==> src/rtl/load_store_unit.sv <==
`default_nettype none
// ============================================================================
//  Module   : load_store_unit
//  Purpose  : Single-outstanding load/store sequencer (IDLE/REQ/RESP) with
//             lane steering, load extension and a bus timeout.
//  Revision : 1.0  initial release
// ============================================================================
module load_store_unit #(
    parameter int TIMEOUT_CYCLES = 255
) (
    input  logic        clk,
    input  logic        rst_n,
    input  logic        start,
    input  logic        is_store,
    input  logic [2:0]  funct3,
    input  logic [31:0] rs1_value,
    input  logic [31:0] rs2_value,
    input  logic [31:0] immediate,
    output logic        busy,
    output logic        done,
    output logic        fault,
    output logic [31:0] load_data,
    output logic        mem_rd,
    output logic        mem_wr,
    output logic [31:0] mem_addr,
    output logic [31:0] mem_wdata,
    output logic [3:0]  mem_wstrb,
    input  logic [31:0] mem_rdata,
    input  logic        mem_ack
);

    localparam int              CW     = $clog2(TIMEOUT_CYCLES + 1);
    localparam logic [CW-1:0]   C_LAST = CW'(TIMEOUT_CYCLES - 1);

    typedef enum logic [1:0] {
        S_IDLE = 2'd0,
        S_REQ  = 2'd1,
        S_RESP = 2'd2
    } state_t;

    state_t      r_state;
    state_t      w_next;
    logic        r_is_store;
    logic [2:0]  r_funct3;
    logic [1:0]  r_off;
    logic [31:0] r_addr;
    logic [31:0] r_wdata;
    logic [3:0]  r_wstrb;
    logic [31:0] r_load_data;
    logic        r_fault;
    logic [CW-1:0] r_cnt;

    logic [31:0] w_ea;
    logic        w_illegal;
    logic        w_misaligned;
    logic        w_pre_fault;
    logic [31:0] w_wdata;
    logic [3:0]  w_wstrb;
    logic [7:0]  w_byte;
    logic [15:0] w_half;
    logic [31:0] w_load_ext;
    logic        w_expire;

    assign w_ea = rs1_value + immediate;

    // Only B/H/W (and BU/HU for loads) are legal encodings.
    always_comb begin
        w_illegal    = is_store ? (funct3[2] || (funct3[1:0] == 2'b11))
                                : ((funct3 == 3'b011) || (funct3[2:1] == 2'b11));
        w_misaligned = ((funct3[1:0] == 2'b01) && w_ea[0]) ||
                       ((funct3[1:0] == 2'b10) && (w_ea[1:0] != 2'b00));
        w_pre_fault  = w_illegal || w_misaligned;
    end

    always_comb begin
        w_wdata = rs2_value;
        w_wstrb = 4'b1111;
        case (funct3[1:0])
            2'b00: begin
                w_wdata = {4{rs2_value[7:0]}};
                w_wstrb = 4'b0001 << w_ea[1:0];
            end
            2'b01: begin
                w_wdata = {2{rs2_value[15:0]}};
                w_wstrb = 4'b0011 << w_ea[1:0];
            end
            default: begin
                w_wdata = rs2_value;
                w_wstrb = 4'b1111;
            end
        endcase
    end

    always_comb begin
        w_byte     = mem_rdata[{r_off, 3'b000} +: 8];
        w_half     = r_off[1] ? mem_rdata[31:16] : mem_rdata[15:0];
        w_load_ext = mem_rdata;
        case (r_funct3)
            3'b000:  w_load_ext = {{24{w_byte[7]}}, w_byte};
            3'b100:  w_load_ext = {24'd0, w_byte};
            3'b001:  w_load_ext = {{16{w_half[15]}}, w_half};
            3'b101:  w_load_ext = {16'd0, w_half};
            default: w_load_ext = mem_rdata;
        endcase
    end

    assign w_expire = (r_cnt == C_LAST);

    // An ack on the expiry cycle takes precedence over the timeout.
    always_comb begin
        w_next = r_state;
        case (r_state)
            S_IDLE:  if (start) w_next = w_pre_fault ? S_RESP : S_REQ;
            S_REQ:   if (mem_ack || w_expire) w_next = S_RESP;
            S_RESP:  w_next = S_IDLE;
            default: w_next = S_IDLE;
        endcase
    end

    always_ff @(posedge clk or negedge rst_n) begin
        if (!rst_n) begin
            r_state     <= S_IDLE;
            r_is_store  <= 1'b0;
            r_funct3    <= 3'd0;
            r_off       <= 2'd0;
            r_addr      <= 32'd0;
            r_wdata     <= 32'd0;
            r_wstrb     <= 4'd0;
            r_load_data <= 32'd0;
            r_fault     <= 1'b0;
            r_cnt       <= '0;
        end else begin
            r_state <= w_next;
            case (r_state)
                S_IDLE: begin
                    if (start) begin
                        r_is_store <= is_store;
                        r_funct3   <= funct3;
                        r_off      <= w_ea[1:0];
                        r_addr     <= {w_ea[31:2], 2'b00};
                        r_wdata    <= w_wdata;
                        r_wstrb    <= w_wstrb;
                        r_fault    <= w_pre_fault;
                        r_cnt      <= '0;
                    end
                end
                S_REQ: begin
                    if (mem_ack) begin
                        r_fault <= 1'b0;
                        if (!r_is_store) r_load_data <= w_load_ext;
                    end else begin
                        r_cnt <= r_cnt + 1'b1;
                        if (w_expire) r_fault <= 1'b1;
                    end
                end
                default: ;
            endcase
        end
    end

    assign busy      = (r_state != S_IDLE);
    assign done      = (r_state == S_RESP);
    assign fault     = done && r_fault;
    assign mem_rd    = (r_state == S_REQ) && !r_is_store;
    assign mem_wr    = (r_state == S_REQ) && r_is_store;
    assign mem_wstrb = mem_wr ? r_wstrb : 4'b0000;
    assign mem_addr  = r_addr;
    assign mem_wdata = r_wdata;
    assign load_data = r_load_data;

endmodule
`default_nettype wire
==> config.mk <==
export PLATFORM = sky130hd
export DESIGN_NAME = load_store_unit
export DESIGN_NICKNAME = d
export VERILOG_FILES = /design/src/rtl/load_store_unit.sv
export SDC_FILE = /design/constraint.sdc
export NUM_CORES = 1
export LEC_CHECK = 0
export BUFFER_PORTS_ARGS = -buffer_cell sky130_fd_sc_hd__buf_2
export CAP_MARGIN = 30
export CORE_ASPECT_RATIO = 0.7
export CORE_MARGIN = 5
export CORE_UTILIZATION = 46
export DETAILED_ROUTE_END_ITERATION = 10
export GPL_TIMING_DRIVEN = 0
export PLACE_DENSITY = 0.89
export SLEW_MARGIN = 20
export SYNTH_ARGS = -nofsm -noshare
export SYNTH_HDL_FRONTEND = slang
export SYNTH_SLANG_ARGS = --single-unit
==> constraint.sdc <==
create_clock -name clk -period 1.9 [get_ports clk]
set_input_delay 0.095 -clock clk [delete_from_list [all_inputs] [get_ports clk]]
set_output_delay 0.095 -clock clk [all_outputs]
set_load 0.05 [all_outputs]
# Word level (Yosys, flattened, before mapping)
# Cells that the tools add are included.
# totals
in_bits	136
output_inout_bits	105
reg_bits	115
# op_classes
n_mux	17
n_bitwise	1
reduce_logical	22
n_addsub	2
n_shift	3
n_eq_ne	15
# op_table
cell	count
$pmux 32 s4	1
$pmux 32 s2	1
$add 32x32->32	1
$shiftx 32x6->8	1
$mux 16	1
$mux 8	2
$pmux 8 s2	1
$reduce_and 3->1	3
$add 8x1->8 const B	1
$eq 2x2->1 const B	4
$eq 8x8->1 const B	1
$pmux 4 s2	1
$eq 3x3->1 const B	2
$mux 2	3
$ne 2x2->1 const B	3
$reduce_bool 2->1	3
$logic_and 1x1->1	5
$logic_or 1x1->1	5
$eq 2x1->1 const B	2
$logic_not 2->1	2
$mux 1	4
$mux 4	1
$pmux 2 s2	1
$reduce_and 2->1	2
9 further kinds	9

# Longest topological paths before layout
# Gate-level depths: netlist (run 1).
# depth
depth_word	8
depth_mapped	9
ltp_nobuf	9

# Least setup slack after synthesis (run 1)
# Ideal clock, no wire load.
# synth_timing
path_type	reg2reg
start	register r_state[1]
end	register r_load_data[15] (netlist: load_data[15])
path_slack_ns	-0.370
path_buffers	2
arrival_ns	2.192
path_stages_with_launch	8
cell_sequence	dfrtp_1 -> nand2b_1 -> nor2_1 -> and2_1 -> clkbuf_1 -> clkbuf_1 -> nor2_1 -> a21oi_1
# synth_via
elab_chain_len	2
# synth_rtl
element	line	source
start, declared	41	state_t r_state;
start signal, assigned	133	r_state <= w_next;
$eq 2x1->1	134	case (r_state)
$reduce_and 3->1 (no source line)	-	
end signal, assigned	150	if (!r_is_store) r_load_data <= w_load_ext;
end, declared	49	logic [31:0] r_load_data;
# No other way between the ends.
# A chain may end at the register's enable or synchronous reset.

# Worst setup path after layout (run 1)
# layout_timing
start	input port rs1_value[0]
end	register r_addr[28] (netlist: mem_addr[28])
# layout_via
elab_chain_len	1
# layout_rtl
element	line	source
start, declared	16	input logic [31:0] rs1_value,
$add 32x32->32	64	assign w_ea = rs1_value + immediate;
end signal, assigned	140	r_addr <= {w_ea[31:2], 2'b00};
end, declared	46	logic [31:0] r_addr;
# No other way between the ends.

==> results.py, run 1 <==
metrics = {
    "timing": {
        "worst_pin_slew_ns": 0.855,
        "layout_min_cycle_time_ns": 1.90,
        "slew_headroom_pct": 42.8,
        "grt_setup_unrepaired": "yes",
        "holdWs_ns": 0.00540,
        "fin_tns_setup_ns": -0.00131,
        "max_freq_ghz": 0.526,
        "fin_skew_ns": 0.0134,
        "period_share_pct": 100,
        "final_hold_viol_count": 0,
        "setup_slack_ns": -0.00131,
        "drv_slew": 0,
        "setup_viol_count_final": 1,
    },
    "setup_path": {
        "critPathBufInv": 3,
        "critical_path_class": "in2reg",
        "crit_slowest_cell": "fa_2",
        "startpoint": "rs1_value[0]",
        "critPathCapture": "mem_addr[28]$_DFFE_PN0P_",
        "path_max_fanout": 3,
        "crit_family": "compound AO/OA/AOI/OAI gates",
        "cp_slowest_stage_delay_ns": 0.35,
        "cp_cell_sequence": "buf_2, ha_4, fa_2, a21o_1, a31oi_4, o31a_1, buf_4, o211ai_1, buf_4, a41oi_2, xor2_1, o21ai_1",
        "r2r_slack_ns": 0.03,
        "cp-end-kind": "flip-flop",
        "r2r-end": "load_data[13]$_DFFE_PN0P_",
        "critical_path.most_common_cell": "buf_4",
        "r2r_start": "r_off[1]$_DFFE_PN0P_",
        "r2r_cells": 8,
        "cp-start-kind": "input pin",
        "cp.arrival_ns": 2.19,
        "cp.required_ns": 2.19,
        "cp.depth": 12,
    },
    "clock_network": {
        "cts-root-buf": "clkbuf_16",
        "cts.sinks": 115,
        "insertion_delay_ns": 0.42,
        "clk_pin_slew_ns": 0.06,
        "cts_tree": "done",
        "numCtsBuffers": 17,
        "cts_buffer_depth": 2,
        "htreeDepth": 4,
    },
    "synth": {
        "ys_ff_latch": 115,
        "synth_common_cells": "a21oi_1, dfrtp_1, nor2_1",
        "async_flop_share_pct": 100,
        "ys_top_cells_by_area": "dfrtp_1, a21oi_1, nor2_1",
        "syn_area_sq_um": 7000,
        "synth_edf_count": 0,
        "synth.most_common_cell": "a21oi_1",
        "ys_warn_count": 0,
        "ys_seq_area_share_pct": 41.1,
        "ys.flop_type": "dfrtp_1",
        "synth_top_cell_by_area": "dfrtp_1",
        "ys_types": 61,
        "netlist.area_leader.share_pct": 41.1,
        "synthCells": 823,
        "syn_area_per_cell_sq_um": 8.50,
    },
    "place": {
        "gp_congestion": 1.00,
        "place_ws_ns": -0.511,
        "place_inst": 1257,
        "dpl.hpwl_mm": 18.8,
        "port_buffers": 237,
        "placed_area_sq_um": 8530,
    },
    "cells_and_area": {
        "nets": 1280,
        "drive_gt1_share_pct": 31.0,
        "fin_area_sq_um": 9600,
        "syn_to_final_growth_pct": 37.3,
        "post-route-util_pct": 64.8,
        "instances_no_fill": 1319,
    },
    "power_and_ir_drop": {
        "switching_power_mw": 7.55,
        "combPwrFrac_pct": 51.4,
        "switching_share_pct": 50.4,
        "vdd.ir_drop.worst_v": 0.000996,
        "leakage_nw": 4.67,
        "total_power_mw": 15.0,
        "p_seq_share_pct": 26.8,
        "intPower_mw": 7.44,
        "power.share.clock_pct": 21.8,
        "powerDensity_nw_per_um2": 1560,
    },
    "floorplanning": {
        "initial_core_util_pct": 47.2,
        "die_w_um": 157,
        "core_sq_um": 14800,
        "io_pins": 241,
        "die-area_sq_um": 17800,
        "rows": 37,
        "die_h_um": 113,
    },
    "route": {
        "routedWlPerCell_um": 19.1,
        "vias": 7581,
        "drtIter0Drc": 648,
        "ant_nets": 0,
        "vias_per_cell": 5.75,
        "wl_mm": 25.2,
        "drc_errors": 0,
        "drt_pass1_iterations": 7,
    },
    "run_status": {
        "violations": "negative setup slack",
        "status": "finished, violations left",
    },
    "min_path": {
        "holdCritPathClass": "in2reg",
        "hold_depth": 3,
    },
    "global_routing": {
        "grt.total_usage_pct": 27.3,
        "grt_overflow": 0,
        "grt_max_degree": 78,
        "grt_pass1_vias": 7169,
        "antenna_found_initial": 0,
        "grt_pass1_wl_mm": 38.4,
    },
    "run": {
        "maxCapViolCount": 0,
    },
}
## power groups by stage
stage | Combinational (mW) | Sequential [mW] | Clock [mW]
after floorplan | 2.34 | 6.99 | 0
after global placement | 7.24 | 3.96 | 0
after detailed placement | 7.37 | 4.00 | 0
after CTS | 7.53 | 4.00 | 3.29
after global routing | 8.16 | 4.12 | 3.40
final | 7.70 | 4.02 | 3.27
## worst reg2reg max path: cells and delay by family, from the launching register on
kind | cells | cell delay [ns]
and+or+nand+nor | 2 | 0.20
buffers and inverters | 2 | 0.28
muxes | 1 | 0.51
DFF | 1 | 0.34
AOI/OAI and AO/OA | 3 | 0.41
## cell families (layout without fill, tap and decap cells)
kind of cell    after synthesis  in the layout  synth area share, %
xor+xnor                     28             28                 3.51
buf+inv                      61            360                 3.42
other cells                   1              3               0.0536
fa+ha+maj                    34             34                 6.19
flops                       115            115                 41.1
mux                          36             36                 5.71
compound gates              263            263                 22.6
simple gates                285            285                 17.4
## layout make-up
cell class	count	area, sq um
flip-flops and latches	115	2880
repair buffers	272	1550
plain buffers	41	209
fillers	1222	5210
clock buffers	19	453
multi-input cells	648	4060
clock inverters	13	150
diodes	1	2.50
inverters	15	60.1
well taps	195	244
## registers in the layout, indices dropped and copies added (netlist names)
register and cells:
load_data 32, mem_wdata 32, mem_addr 30, r_cnt 8, r_wstrb 4, r_funct3 3, r_off 2, r_state 2
r_fault 1, r_is_store 1
## cells in the final DEF, fill, tap and decap left out, types with 4 or more instances in the layout
cell / Yosys / routed
a21o_1: 20 / 20
a21oi_1: 128 / 123
a21oi_2: 0 / 4
a221oi_1: 5 / 4
a31oi_1: 9 / 9
and2_1: 10 / 8
and3_1: 6 / 6
buf_2: 2 / 235
buf_4: 2 / 12
buf_6: 0 / 4
clkbuf_1: 35 / 14
clkbuf_16: 0 / 17
clkbuf_2: 0 / 14
clkbuf_4: 0 / 7
clkinvlp_4: 0 / 6
dfrtp_1: 115 / 115
dlygate4sd3_1: 0 / 23
ha_1: 33 / 28
inv_1: 15 / 14
mux2i_1: 32 / 32
nand2_1: 110 / 109
nand3_1: 13 / 13
nand4_1: 6 / 6
nor2_1: 114 / 110
nor3_1: 7 / 7
o211ai_1: 4 / 4
o21ai_0: 54 / 49
o21ai_1: 0 / 5
o21bai_1: 6 / 6
xnor2_1: 12 / 12
xor2_1: 16 / 16
## worst min path at each step
| stage | startpoint | end | slack (ns) |
|---|---|---|---|
| after global routing | rs2_value[13] | mem_wdata[13]$_DFFE_PN0P_ | 0.02 |
| after detailed placement | rst_n | mem_addr[28]$_DFFE_PN0P_ | 0.04 |
| final | rs2_value[18] | mem_wdata[18]$_DFFE_PN0P_ | 0.005 |
| after global placement | funct3[2] | r_funct3[2]$_DFFE_PN0P_ | 0.33 |
| after CTS | rs2_value[22] | mem_wdata[22]$_DFFE_PN0P_ | 0.0004 |
| after floorplan | rst_n | load_data[0]$_DFFE_PN0P_ | -0.20 |
## what timing repair did
| item | CTS | global route |
|---|---|---|
| setup buffers | 3 | 8 |
| hold buffers | 23 | 0 |
| endpoints found under the hold margin | 60 | 0 |
| setup endpoints to repair | 95 | 96 |
| pin swaps | 5 | 11 |
| gates resized for setup | 28 | 35 |
## metal layers
layer	global-route usage, %	vias up	wire (um)	part of all wire [%]
li1	-	3477	-	-
met1	38.3	3630	10700	42
met2	42.0	429	11500	46
met3	7.15	45	2430	9.7
met4	7.74	0	605	2.4
met5	0	-	0	0
(Power assumes the default switching activity.)
==> run 2, diff against run 1 <==
--- a/config.mk
+++ b/config.mk
@@ -14,4 +14,5 @@
 export GPL_TIMING_DRIVEN = 0
 export PLACE_DENSITY = 0.89
+export REMOVE_ABC_BUFFERS = 1
 export SLEW_MARGIN = 20
 export SYNTH_ARGS = -nofsm -noshare
==> constraint.sdc (replaced) <==
create_clock -name clk -period 1.9 [get_ports clk]
set_input_delay 0.095 -clock clk [delete_from_list [all_inputs] [get_ports clk]]
set_output_delay 0.095 -clock clk [all_outputs]
set_load 0.01 [all_outputs]
==> results.py, run 2 (synthesis results as in run 1) <==
metrics = {
    "run_status": {
        "status": "finished, violations left",
        "violations": "negative setup slack",
    },
    "route": {
        "routedWlPerCell_um": 18.2,
        "drtIter0Drc": 599,
        "wl_mm": 23.5,
        "vias": 7340,
        "drc_errors": 0,
        "ant_nets": 0,
        "vias_per_cell": 5.70,
        "drt_pass1_iterations": 5,
    },
    "timing": {
        "fin_tns_setup_ns": -0.0143,
        "drv_slew": 0,
        "max_freq_ghz": 0.523,
        "period_share_pct": 101,
        "final_hold_viol_count": 0,
        "setup_slack_ns": -0.0136,
        "slew_headroom_pct": 48.7,
        "layout_min_cycle_time_ns": 1.91,
        "grt_setup_unrepaired": "yes",
        "setup_viol_count_final": 2,
        "fin_skew_ns": 0.0127,
        "worst_pin_slew_ns": 0.769,
    },
    "cells_and_area": {
        "post-route-util_pct": 64.5,
        "instances_no_fill": 1288,
        "fin_area_sq_um": 9560,
        "nets": 1250,
        "final_common_cell": "buf_2",
        "diodes": 0,
        "mostFrequentLayoutCells": "buf_2, a21oi_1, nor2_1",
        "syn_to_final_growth_pct": 36.6,
        "drive_gt1_share_pct": 30.8,
    },
    "min_path": {
        "hold_depth": 3,
        "holdCritPathClass": "in2reg",
    },
    "place": {
        "port_buffers": 238,
        "gp_congestion": 0.965,
        "place_inst": 1216,
        "dpl.hpwl_mm": 15.8,
        "placed_area_sq_um": 8360,
    },
    "setup_path": {
        "cp_cell_sequence": "mux4_2, nor4b_4, buf_6, a21oi_1, nor2_1, a21oi_2, a21oi_1",
        "critical_path.most_common_cell": "a21oi_1",
        "cp.required_ns": 2.18,
        "cp_slowest_stage_delay_ns": 0.52,
        "path_max_fanout": 8,
        "critical_path_class": "reg2reg",
        "cp-start-kind": "flip-flop",
        "crit_slowest_cell": "mux4_2",
        "r2r_cells": 7,
        "cp.arrival_ns": 2.20,
        "cp-end-kind": "flip-flop",
        "r2r_slack_ns": -0.01,
    },
    "clock_network": {
        "insertion_delay_ns": 0.41,
        "htreeDepth": 4,
        "cts_tree": "done",
        "clk_pin_slew_ns": 0.07,
        "numCtsBuffers": 17,
        "cts.sinks": 115,
        "cts-root-buf": "clkbuf_16",
        "cts_buffer_depth": 2,
    },
    "global_routing": {
        "grt_pass1_vias": 7161,
        "grt_max_degree": 72,
        "grt_pass1_wl_mm": 35.7,
        "grt_overflow": 0,
        "grt.total_usage_pct": 24.9,
        "antenna_found_initial": 0,
    },
    "power_and_ir_drop": {
        "leakage_nw": 4.64,
        "powerDensity_nw_per_um2": 1260,
        "vdd.ir_drop.worst_v": 0.000659,
        "total_power_mw": 12.1,
    },
    "floorplanning": {
        "die-area_sq_um": 17800,
        "die_h_um": 113,
        "io_pins": 241,
        "rows": 37,
        "initial_core_util_pct": 47.2,
        "core_sq_um": 14800,
        "die_w_um": 157,
    },
    "run": {
        "maxCapViolCount": 0,
    },
}
==> run 2: cell count changes in the layout (fill, tap and decap cells not counted), sizes merged <==
cell,before,now
clkbuf,54,18
diode,1,0
clkinv,3,4
clkinvlp,6,1
inv,17,23
and2,10,12
dlygate4sd3,23,27
buf,255,253
==> run 2: layout make-up <==
type / count / area (sq um)
Tap cell: 195 / 244
Inverter: 15 / 58.8
Multi-Input combinational cell: 650 / 4090
Clock buffer: 17 / 425
Timing Repair Buffer: 281 / 1690
Sequential cell: 115 / 2890
Fill cell: 1191 / 5260
Clock inverter: 15 / 168
==> run 2: timing repair <==
| item | 4_1_cts | 5_1_grt |
|---|---|---|
| gates cloned | 1 | 2 |
| endpoints found under the setup margin | 34 | 70 |
| pin swaps | 10 | 12 |
| gates resized for setup | 19 | 33 |
| endpoints found under the hold margin | 95 | 1 |
| buffers inserted | 6 | 5 |
| hold buffers | 26 | 1 |
==> run 2: path summary, 6_finish.rpt <==
check,start,endpoint
worst max-delay path,r_off[1]$_DFFE_PN0P_,load_data[12]$_DFFE_PN0P_
worst min register to register,r_wstrb[2]$_DFFE_PN0P_,r_wstrb[2]$_DFFE_PN0P_
max in group asynchronous,rst_n,load_data[8]$_DFFE_PN0P_
worst min-delay path,rs2_value[28],mem_wdata[28]$_DFFE_PN0P_
worst max register to register,r_off[1]$_DFFE_PN0P_,load_data[12]$_DFFE_PN0P_
min in group asynchronous,rst_n,mem_wdata[1]$_DFFE_PN0P_
==> run 2: stage by stage <==
| step | hold slack (ns) | setup WS [ns] |
|---|---|---|
| after floorplan | -0.201 | -0.739 |
| after global placement | 0.332 | -1.58 |
| after detailed placement | 0.160 | -0.696 |
| after CTS | 0.00184 | 0.00597 |
| after global routing | 0.00851 | -0.0343 |
| final | 0.00863 | -0.0136 |
==> run 2: metal layers <==
| metal | global-route usage (%) | wire length [um] |
|---|---|---|
| met5 | 0 | 0 |
| met4 | 8.25 | 646 |
| met3 | 6.31 | 2140 |
| met2 | 38.6 | 10600 |
| met1 | 34.3 | 10100 |
==> run 2: worst max-delay path, delay by kind of cell (launching register included) <==
kind                   cells  cell delay [ns]
AO/OA/AOI/OAI              3             0.42
multiplexers               1             0.52
AND/OR/NAND/NOR            2             0.23
buffers and inverters      1             0.18
flip-flops                 1             0.45
==> run 2: report_power, final <==
group          internal, mW  total, mW  switching (mW)  leakage [nW]
Sequential             3.42       4.11           0.697          1.37
Clock                  1.97       3.23            1.26         0.292
Combinational          1.97       4.71            2.74          2.98
Total                  7.36       12.1            4.69          4.64
==> run 3, diff against run 2 <==
Settings changed: CORE_ASPECT_RATIO 0.7 to 0.8, CORE_UTILIZATION 46 to 45, PLACE_DENSITY 0.89 to 0.88.
==> results.py, run 3 (synthesis results as in run 1) <==
metrics = {
    "run_status": {
        "status": "completed",
    },
    "power_and_ir_drop": {
        "total_power_mw": 12.4,
        "p_seq_share_pct": 32.9,
        "intPower_mw": 7.84,
        "leakage_nw": 4.77,
        "power.share.clock_pct": 28.4,
        "switching_power_mw": 4.53,
        "combPwrFrac_pct": 38.7,
        "switching_share_pct": 36.6,
        "powerDensity_nw_per_um2": 1260,
        "vdd.ir_drop.worst_v": 0.000731,
    },
    "timing": {
        "slew_headroom_pct": 36.2,
        "setup_viol_count_final": 0,
        "layout_min_cycle_time_ns": 1.89,
        "final_hold_viol_count": 0,
        "drv_slew": 0,
        "fin_skew_ns": 0.0108,
        "setup_slack_ns": 0.0101,
        "max_freq_ghz": 0.529,
        "worst_pin_slew_ns": 0.953,
        "holdWs_ns": 0.0107,
        "period_share_pct": 99.5,
    },
    "setup_path": {
        "critical_path_class": "in2reg",
        "path_max_fanout": 6,
        "cp.arrival_ns": 2.15,
        "cp_cell_sequence": "buf_2, ha_2, o211ai_1, o21a_2, a211oi_4, o211ai_2, a21oi_1, mux2i_1, o311ai_0",
        "critPathBufInv": 1,
        "cp-start-kind": "input pin",
        "cp-end-kind": "flip-flop",
        "cp.required_ns": 2.16,
        "crit_family": "compound AO/OA/AOI/OAI gates",
        "cp_slowest_stage_delay_ns": 0.40,
        "crit_slowest_cell": "ha_2",
    },
    "cells_and_area": {
        "regArea_sq_um": 2880,
        "final_common_cell": "buf_2",
        "mostFrequentLayoutCells": "buf_2, a21oi_1, nor2_1",
        "post-route-util_pct": 64.7,
        "drive_gt1_share_pct": 29.7,
        "nets": 1271,
        "nFillCells": 1187,
        "multi_input_area_sq_um": 4030,
        "instances_no_fill": 1323,
        "diodes": 0,
        "syn_to_final_growth_pct": 39.9,
    },
    "clock_network": {
        "cts.sinks": 115,
        "cts_tree": "done",
        "cts-root-buf": "clkbuf_16",
        "htreeDepth": 4,
        "cts_buffer_depth": 2,
        "clk_pin_slew_ns": 0.05,
        "insertion_delay_ns": 0.42,
        "numCtsBuffers": 17,
    },
    "route": {
        "wl_met2_mm": 11.4,
        "met3_length_mm": 2.10,
        "m1WireLength_mm": 9.15,
        "wl_mm": 23.3,
        "ant_nets": 0,
        "vias": 7455,
        "drtIter0Drc": 572,
        "drc_errors": 0,
        "dr.max_layer_used": "met4",
        "routedWlPerCell_um": 17.6,
        "drt_pass1_iterations": 5,
        "vias_per_cell": 5.63,
    },
    "place": {
        "gp_congestion": 0.942,
        "place_ws_ns": -0.869,
        "port_buffers": 238,
        "dpl.hpwl_mm": 15.5,
        "place_inst": 1230,
    },
    "global_routing": {
        "antenna_found_initial": 0,
        "grt_pass1_vias": 7310,
        "grt_pass1_wl_mm": 35.2,
        "grt_overflow": 0,
        "grt.total_usage_pct": 24.2,
        "grt_max_degree": 80,
    },
    "floorplanning": {
        "io_pins": 241,
        "die-area_sq_um": 18200,
        "die_w_um": 149,
        "die_h_um": 122,
        "rows": 40,
        "initial_core_util_pct": 46.3,
        "core_sq_um": 15100,
    },
    "run": {
        "maxCapViolCount": 0,
    },
    "min_path": {
        "holdCritPathClass": "in2reg",
    },
}
-- run 3: changes by cell type in the layout (fill, tap and decap cells not counted), sizes merged --
cell / delta
dlygate4sd3: +15
inv: -8
buf: +7
clkbuf: +6
bufinv: +2
and2: -1
clkinv: -1
-- run 3: per-stage QoR --
step           setup TNS, ns  instance area [sq um]
2_1_floorplan         -32.73                   6820
3_3_place_gp         -185.50                   8270
3_5_place_dp          -23.48                   8390
4_1_cts                    0                   9600
5_1_grt              -0.0485                   9780
6_report                   0                   9780
-- run 3: area by class of cell --
cell class	instances	share of cell area, %
clock buffers	23	5.19
flip-flops and latches	115	29.5
repair buffers	303	19.3
well taps	210	2.69
clock inverters	8	1.50
multi-input cells	649	41.2
inverters	15	0.575
-- run 3: worst reg2reg max path: stages (launching register included) --
cell and delay [ns]:
dfrtp_4 0.49, inv_2 0.13, mux4_2 0.52, nor3b_4 0.18, buf_12 0.15, a21oi_1 0.17
a21oi_1 0.10
-- run 3: path summary, 6_finish.rpt --
| kind | start | to | slack [ns] | depth (start not counted) |
|---|---|---|---|---|
| hold reg to reg | mem_wdata[2]$_DFFE_PN0P_ | mem_wdata[2]$_DFFE_PN0P_ | 0.47 | 2 |
| setup reg to reg | r_off[1]$_DFFE_PN0P_ | load_data[19]$_DFFE_PN0P_ | 0.05 | 6 |
| min in group asynchronous | rst_n | load_data[10]$_DFFE_PN0P_ | 0.20 | 2 |
| max in group asynchronous | rst_n | r_off[1]$_DFFE_PN0P_ | 1.00 | 3 |
| hold / removal | rs2_value[30] | mem_wdata[30]$_DFFE_PN0P_ | 0.01 | 3 |
| setup / recovery | rs1_value[4] | mem_addr[29]$_DFFE_PN0P_ | 0.01 | 9 |
-- run 3: repair_timing --
action	in CTS	in global routing
hold buffers	41	1
resized for setup	16	17
hold endpoints to repair	94	1
endpoints found under the setup margin	38	38
pin swaps	8	13
cloned	1	1
setup buffers	6	12
-- run 3: per-layer routing --
| metal | vias up | global-route usage (%) |
|---|---|---|
| li1 | 3478 | - |
| met1 | 3488 | 29.3 |
| met2 | 422 | 40.4 |
| met3 | 67 | 6.65 |
| met4 | 0 | 11.1 |
| met5 | - | 0 |
-- run 3: power by group through the flow --
stage	sequential, mW	combinational [mW]	clock, mW
6_report	4.07	4.78	3.51
5_1_grt	4.18	5.24	3.68
4_1_cts	4.04	4.60	3.56
3_5_place_dp	4.08	4.34	0
3_3_place_gp	4.08	4.12	0
2_1_floorplan	4.45	2.04	0
